$ cat src/rtl/amba3_apb_slave_pkg.sv
// pkg_amba3: shared widths, key-offset helper and storage record for the APB sparse memory.
package pkg_amba3;
    localparam int DEF_ADDR_SIZE = 32;
    localparam int DEF_DATA_SIZE = 32;

    // Number of byte-lane bits dropped from paddr to form the word key.
    function automatic int data_base(input int data_size);
        return $clog2(data_size / 8);
    endfunction

    localparam int DATA_BASE = data_base(DEF_DATA_SIZE);

    typedef logic [DEF_ADDR_SIZE-1:0] addr_t;
    typedef logic [DEF_DATA_SIZE-1:0] data_t;

    typedef struct packed {
        logic valid;
        logic [DEF_ADDR_SIZE-DATA_BASE-1:0] key;
        data_t data;
    } entry_t;

    typedef enum logic {PH_IDLE, PH_ACCESS} phase_t;
endpackage

$ cat src/rtl/amba3_apb_slave_if.sv
// amba3_apb_slave_if: APB bus signals between a requester and the sparse-memory completer.
interface amba3_apb_slave_if #(
    parameter int ADDR_SIZE = pkg_amba3::DEF_ADDR_SIZE,
    parameter int DATA_SIZE = pkg_amba3::DEF_DATA_SIZE
);
    logic psel;
    logic penable;
    logic pwrite;
    logic [ADDR_SIZE-1:0] paddr;
    logic [DATA_SIZE-1:0] pwdata;
    logic [DATA_SIZE-1:0] prdata;
    logic pready;
    logic pslverr;

    modport master (
        output psel, penable, pwrite, paddr, pwdata,
        input  prdata, pready, pslverr
    );

    modport slave (
        input  psel, penable, pwrite, paddr, pwdata,
        output prdata, pready, pslverr
    );
endinterface

$ cat src/rtl/amba3_apb_slave_cam.sv
// amba3_apb_cam: fully associative word store with key match, first-free search and write port.
module amba3_apb_cam #(
    parameter int KEY_SIZE = 30,
    parameter int DATA_SIZE = 32,
    parameter int DEPTH = 64,
    parameter int IDX_SIZE = 6
) (
    input  logic clk,
    input  logic rst,
    input  logic [KEY_SIZE-1:0] key,
    output logic hit,
    output logic [IDX_SIZE-1:0] hit_idx,
    output logic free,
    output logic [IDX_SIZE-1:0] free_idx,
    output logic [DATA_SIZE-1:0] rdata,
    input  logic we,
    input  logic [IDX_SIZE-1:0] widx,
    input  logic [DATA_SIZE-1:0] wdata
);
    logic [DEPTH-1:0] valid;
    logic [KEY_SIZE-1:0] keys [DEPTH];
    logic [DATA_SIZE-1:0] data [DEPTH];

    // Scan high to low so the lowest matching/invalid index wins.
    always_comb begin
        hit = 1'b0;
        hit_idx = '0;
        free = 1'b0;
        free_idx = '0;
        for (int i = DEPTH - 1; i >= 0; i--) begin
            if (valid[i] && keys[i] == key) begin
                hit = 1'b1;
                hit_idx = IDX_SIZE'(i);
            end
            if (!valid[i]) begin
                free = 1'b1;
                free_idx = IDX_SIZE'(i);
            end
        end
    end

    assign rdata = hit ? data[hit_idx] : '0;

    always_ff @(posedge clk or posedge rst) begin
        if (rst)
            valid <= '0;
        else if (we)
            valid[widx] <= 1'b1;
    end

    always_ff @(posedge clk) begin
        if (we) begin
            keys[widx] <= key;
            data[widx] <= wdata;
        end
    end
endmodule

$ cat src/rtl/amba3_apb_slave.sv
// amba3_apb_slave: APB3 completer with fixed wait states backed by a sparse associative word store.
module amba3_apb_slave #(
    parameter int ADDR_SIZE = pkg_amba3::DEF_ADDR_SIZE,
    parameter int DATA_SIZE = pkg_amba3::DEF_DATA_SIZE,
    parameter int DEPTH = 64,
    parameter int WAIT_STATES = 0
) (
    input logic pclk,
    input logic preset,
    amba3_apb_slave_if.slave apb
);
    import pkg_amba3::*;

    localparam int BASE = data_base(DATA_SIZE);
    localparam int KEY_SIZE = ADDR_SIZE - BASE;
    localparam int IDX_SIZE = DEPTH > 1 ? $clog2(DEPTH) : 1;

    if (DATA_SIZE != 8 && DATA_SIZE != 16 && DATA_SIZE != 32 && DATA_SIZE != 64) begin : g_bad_data
        $error("DATA_SIZE must be 8, 16, 32 or 64");
    end
    if (WAIT_STATES < 0 || WAIT_STATES > 15) begin : g_bad_wait
        $error("WAIT_STATES must be 0..15");
    end

    phase_t state, state_nx;
    logic [3:0] count, count_nx;
    logic setup, access, commit, hit, free;
    logic [IDX_SIZE-1:0] hit_idx, free_idx;
    logic [KEY_SIZE-1:0] key;
    logic [DATA_SIZE-1:0] rdata, rdata_q;
    logic unused_addr;

    assign key = apb.paddr[ADDR_SIZE-1:BASE];
    assign unused_addr = ^apb.paddr;
    assign apb.prdata = rdata_q;

    // Access cycles only count once a setup phase has been seen, so reset or a stray penable never raises pready.
    always_comb begin
        setup = apb.psel & ~apb.penable;
        access = apb.psel & apb.penable & (state == PH_ACCESS);
        apb.pready = access & (count == 4'(WAIT_STATES));
        apb.pslverr = apb.pready & apb.pwrite & ~hit & ~free;
        commit = apb.pready & apb.pwrite & (hit | free);
        state_nx = setup ? PH_ACCESS : (apb.pready | ~apb.psel) ? PH_IDLE : state;
        count_nx = (setup | apb.pready) ? 4'd0 : access ? count + 4'd1 : count;
    end

    always_ff @(posedge pclk or posedge preset) begin
        if (preset) begin
            state <= PH_IDLE;
            count <= '0;
            rdata_q <= '0;
        end else begin
            state <= state_nx;
            count <= count_nx;
            if (setup & ~apb.pwrite)
                rdata_q <= rdata;
        end
    end

    amba3_apb_cam #(
        .KEY_SIZE(KEY_SIZE),
        .DATA_SIZE(DATA_SIZE),
        .DEPTH(DEPTH),
        .IDX_SIZE(IDX_SIZE)
    ) u_cam (
        .clk(pclk),
        .rst(preset),
        .key(key),
        .hit(hit),
        .hit_idx(hit_idx),
        .free(free),
        .free_idx(free_idx),
        .rdata(rdata),
        .we(commit),
        .widx(hit ? hit_idx : free_idx),
        .wdata(apb.pwdata)
    );
endmodule

$ cat src/flat_wrapper.sv
// flat-port wrapper written by rule: the top's interface ports become plain ports
module amba3_apb_slave_flat import pkg_amba3::*;
#(
    parameter int ADDR_SIZE = pkg_amba3::DEF_ADDR_SIZE,
    parameter int DATA_SIZE = pkg_amba3::DEF_DATA_SIZE,
    parameter int DEPTH = 64,
    parameter int WAIT_STATES = 0
)
  (pclk, preset, apb_psel, apb_penable, apb_pwrite, apb_paddr, apb_pwdata, apb_prdata, apb_pready, apb_pslverr);
  amba3_apb_slave_if #(.ADDR_SIZE(ADDR_SIZE), .DATA_SIZE(DATA_SIZE)) apb_i ();
  input logic pclk;
  input logic preset;
  input wire logic [$bits(apb_i.psel)-1:0] apb_psel;
  input wire logic [$bits(apb_i.penable)-1:0] apb_penable;
  input wire logic [$bits(apb_i.pwrite)-1:0] apb_pwrite;
  input wire logic [$bits(apb_i.paddr)-1:0] apb_paddr;
  input wire logic [$bits(apb_i.pwdata)-1:0] apb_pwdata;
  output wire logic [$bits(apb_i.prdata)-1:0] apb_prdata;
  output wire logic [$bits(apb_i.pready)-1:0] apb_pready;
  output wire logic [$bits(apb_i.pslverr)-1:0] apb_pslverr;
  assign apb_i.psel = apb_psel;
  assign apb_i.penable = apb_penable;
  assign apb_i.pwrite = apb_pwrite;
  assign apb_i.paddr = apb_paddr;
  assign apb_i.pwdata = apb_pwdata;
  assign apb_prdata = apb_i.prdata;
  assign apb_pready = apb_i.pready;
  assign apb_pslverr = apb_i.pslverr;
  amba3_apb_slave #(.ADDR_SIZE(ADDR_SIZE), .DATA_SIZE(DATA_SIZE), .DEPTH(DEPTH), .WAIT_STATES(WAIT_STATES)) u_core (.pclk(pclk), .preset(preset), .apb(apb_i));
endmodule
$ cat config.mk
export PLATFORM = sky130hd
export DESIGN_NAME = amba3_apb_slave_flat
export DESIGN_NICKNAME = d
export VERILOG_FILES = /design/src/rtl/amba3_apb_slave_pkg.sv /design/src/rtl/amba3_apb_slave_if.sv /design/src/rtl/amba3_apb_slave_cam.sv /design/src/rtl/amba3_apb_slave.sv /design/src/flat_wrapper.sv
export SDC_FILE = /design/constraint.sdc
export NUM_CORES = 2
export LEC_CHECK = 0
export CORE_AREA = 4 4 696 698
export DETAILED_ROUTE_END_ITERATION = 7
export DIE_AREA = 0 0 700 702
export GPL_ROUTABILITY_DRIVEN = 0
export PLACE_DENSITY = 0.55
export SYNTH_ARGS = -nofsm -noshare
export SYNTH_HDL_FRONTEND = slang
export SYNTH_SLANG_ARGS = --single-unit
$ cat constraint.sdc
create_clock -name pclk -period 8.7 [get_ports pclk]
set_clock_uncertainty 0.15 [all_clocks]
set_input_delay 2.175 -clock pclk [delete_from_list [all_inputs] [get_ports pclk]]
set_output_delay 2.175 -clock pclk [all_outputs]
set_load 0.02 [all_outputs]
==> flow_metrics.tcl <==
set metrics [dict create \
    run_status "finished, violations left" \
    violations "max-capacitance violations, max-slew violations" \
    synth_compound_area_share_pct 4.53 \
    crit_chain "buf_8, buf_12, buf_4, xnor2_1, nand2b_1, nor3_1, nand4_1, nand4_1, or2_2, nor3_4, nand3_1, nor4_2, buf_4, clkdlybuf4s50_1" \
    hold_viol_final 0 \
    grt_max_degree 65 \
    vias_per_cell 5.78 \
    fin_setup_tns_ps 0 \
    layout_commonest_cell "edfxtp_1" \
    cts_hold_buffers 0 \
    antenna_found_initial 33 \
    fin_hold_ws_ps 386 \
    vdd_drop_max_mv 0.182 \
    synth_top_area_share_pct 69.4 \
    ff2ff_setup_slack_ps 1970 \
    power_leakage_nw 67.4 \
    synthesis.area_um2 172000 \
    synth_simple_gate_area_share_pct 11.2 \
    port-buffer-count 100 \
    hold_class "reg2reg" \
    p_total_mw 41.8 \
    synth_fa_ha_area_share_pct 0.0146 \
    vias 113956 \
    cts_tree "built" \
    synth_cells 11776 \
    fp.dieW_um 700 \
    chipHeight_um 702 \
    reg2reg_depth 21 \
    first_pass_iters 8 \
    start_util_pct 35.9 \
    yosysSeqAreaShare_pct 70.9 \
    hp-start "u_core.count[0]$_DFFE_PP0P_" \
    drc 0 \
    setup_violations 0 \
    synth_mux_area_share_pct 1.63 \
    synth_nets 11847 \
    final_antenna_net_count 0 \
    syn_avg_cell_area_um2 14.6 \
    synth_cell_types 89 \
    final.period_utilization_pct 99.3 \
    row_count 254 \
    fin_ws_ps 59.2 \
    htreeDepth 5 \
    min_period_ps 8640 \
    gr-total-overflow 0 \
    ys.flop_type "edfxtp_1" \
    drtIter0Drc 16360 \
    clockBufferDepth 4 \
    power_density_nw_per_um2 204 \
    synthXorXnorAreaFrac_pct 9.80 \
    postRouteWirelength_um 642000 \
    synth_top_family_by_area "simple AND/OR/NAND/NOR gates" \
    yosys-top-cells-area "edfxtp_1 69%, xnor2_1 8.7%, nand4_1 3.0%" \
    critical_path.max_stage_delay_ps 630 \
    cp_slowest_cell "clkdlybuf4s50_1" \
    wl_per_cell_um 32.6 \
    drv_slew 1 \
    mostFrequentLayoutCells "3,968 x edfxtp_1, 1,715 x xnor2_1, 1,183 x nand2_1, 852 x buf_4, 816 x nand4_1" \
    core_area_um2 478000 \
    drive_above_1_share_pct 15.6 \
    cts_buffers 432 \
    grt_setup_unrepaired "false" \
    dieArea_um2 491000 \
    synth-edff-count 3968 \
    nets 12992 \
    r2r-end "u_core.apb.prdata[9]$_DFFE_PP0P_" \
    hold_depth 1 \
    first_global_vias 106214 \
    grt_pass1_wl_um 876000 \
    async_flop_share_pct 2.48 \
    maxSlewHeadroom_pct -3.66 \
    ys_ff_latch 4069 \
    syn2layout_area_growth_pct 19.6 \
    ioPinCount 103 \
    ys_warn_count 0 \
    clkLatencyLatePin_ps 1090 \
    root_buffer "clkbuf_16" \
    end_kind "output pin" \
    min_to "u_core.count[0]$_DFFE_PP0P_" \
    path_class "in2out" \
    yosysTopAreaCell "edfxtp_1" \
    dpl_worst_slack_ps -352 \
    r2r-start "u_core.u_cam.keys[26][15]$_DFFE_PP_" \
    cp-start-kind "input pin" \
    worst_pin_slew_ps 1540 \
    fin_util_pct 43.0 \
    clock.fmax_ghz 0.116 \
    clock_sinks 4069 \
    maxCapViolCount 1 \
    clkSlewWorstSetupHoldPaths_ps 60 \
    worstPathMaxFanout 24 \
    crit_required_ps 6380 \
    dp_hpwl_um 412000 \
    crit_arrival_ps 6320 \
    track_usage_pct 25.2 \
]
## worst max path at each step
stage             startpoint                                 end  slack (ps)  cells past startpoint
6_report        apb_paddr[6]                         apb_pslverr          60                     14
5_1_grt         apb_paddr[6]                         apb_pslverr          40                     14
4_1_cts        apb_paddr[17]                         apb_pslverr          30                     14
3_5_place_dp   apb_paddr[25]   u_core.apb.prdata[23]$_DFFE_PP0P_        -350                     23
3_3_place_gp    apb_paddr[7]   u_core.apb.prdata[13]$_DFFE_PP0P_        -620                     23
2_1_floorplan  apb_paddr[16]  u_core.u_cam.valid[16]$_DFFE_PP0N_       -1890                     17
## power by group
group	internal [mW]	total, mW	switching (mW)	leakage [nW]
Sequential	21.5	21.6	0.0296	37.0
Combinational	0.620	2.00	1.38	23.7
Clock	10.3	18.3	7.94	6.71
## per-stage QoR
step / area [µm²] / instances
2_1_floorplan: 172000 / 11776
3_3_place_gp: 191000 / 18885
3_5_place_dp: 191000 / 18886
4_1_cts: 205000 / 19685
5_1_grt: 205000 / 19689
6_report: 205000 / 19702
## synth_stat cells, types with 21 or more instances
cell type	number
a32o_1	21
a311oi_1	25
nor2_1	155
a21boi_0	24
buf_2	200
nand3_1	580
xnor2_1	1715
or4_1	25
buf_6	30
a21o_1	24
xor2_1	205
nand4b_1	43
o21ai_0	120
or2_2	75
edfxtp_1	3968
nand4_1	816
mux2i_1	271
o211ai_1	34
a31oi_1	69
dfrtp_1	101
and3_1	180
nor4_1	283
and2_1	41
nand2b_1	33
o22ai_1	94
nor4b_1	50
nor3_1	135
buf_4	141
buf_1	54
o221ai_1	23
a211oi_1	68
nand2_1	1188
a221oi_1	45
clkbuf_1	160
a21oi_1	437
inv_1	38
## worst max-delay path: cells and delay by family
family,cells,cell delay (ps)
xor gates and xnor gates,1,160
buffers and inverters,5,1780
and+or+nand+nor,8,2110
## cell families after synthesis
group,after synthesis
adder cells (fa/ha/maj),2
flip-flops,4069
buffers and inverters,624
multiplexers,278
XOR/XNOR,1921
AND/OR/NAND/NOR,3690
AO/OA/AOI/OAI,1192
## timing repair
item,4_1_cts,5_1_grt
setup endpoints to repair,0,1
resized for setup,0,2
setup buffers,0,1
## per-layer routing
metal	vias up	part of all wire (%)	global-route usage [%]
met5	-	0.028	0.243
met4	28	4.3	9.39
met3	1262	10	4.91
met2	6742	44	38.8
met1	58429	41	35.4
li1	47495	-	-
## cell type report
| class | count | area [µm²] |
|---|---|---|
| Antenna cell | 16 | 40.0 |
| Clock buffer | 589 | 11700 |
| Clock inverter | 210 | 2140 |
| Fill cell | 43152 | 273000 |
| Inverter | 39 | 154 |
| Multi-Input combinational cell | 7083 | 47400 |
| Sequential cell | 4069 | 122000 |
| Tap cell | 6400 | 8010 |
| Timing Repair Buffer | 1296 | 14300 |
## state kept, by name, indices dropped and copies added, names as in the netlist
signal,count
u_core.apb.prdata,32
u_core.count,4
u_core.state,1
u_core.u_cam.data,2048
u_core.u_cam.keys,1920
u_core.u_cam.valid,64
Power figures use the tool's default switching activity.
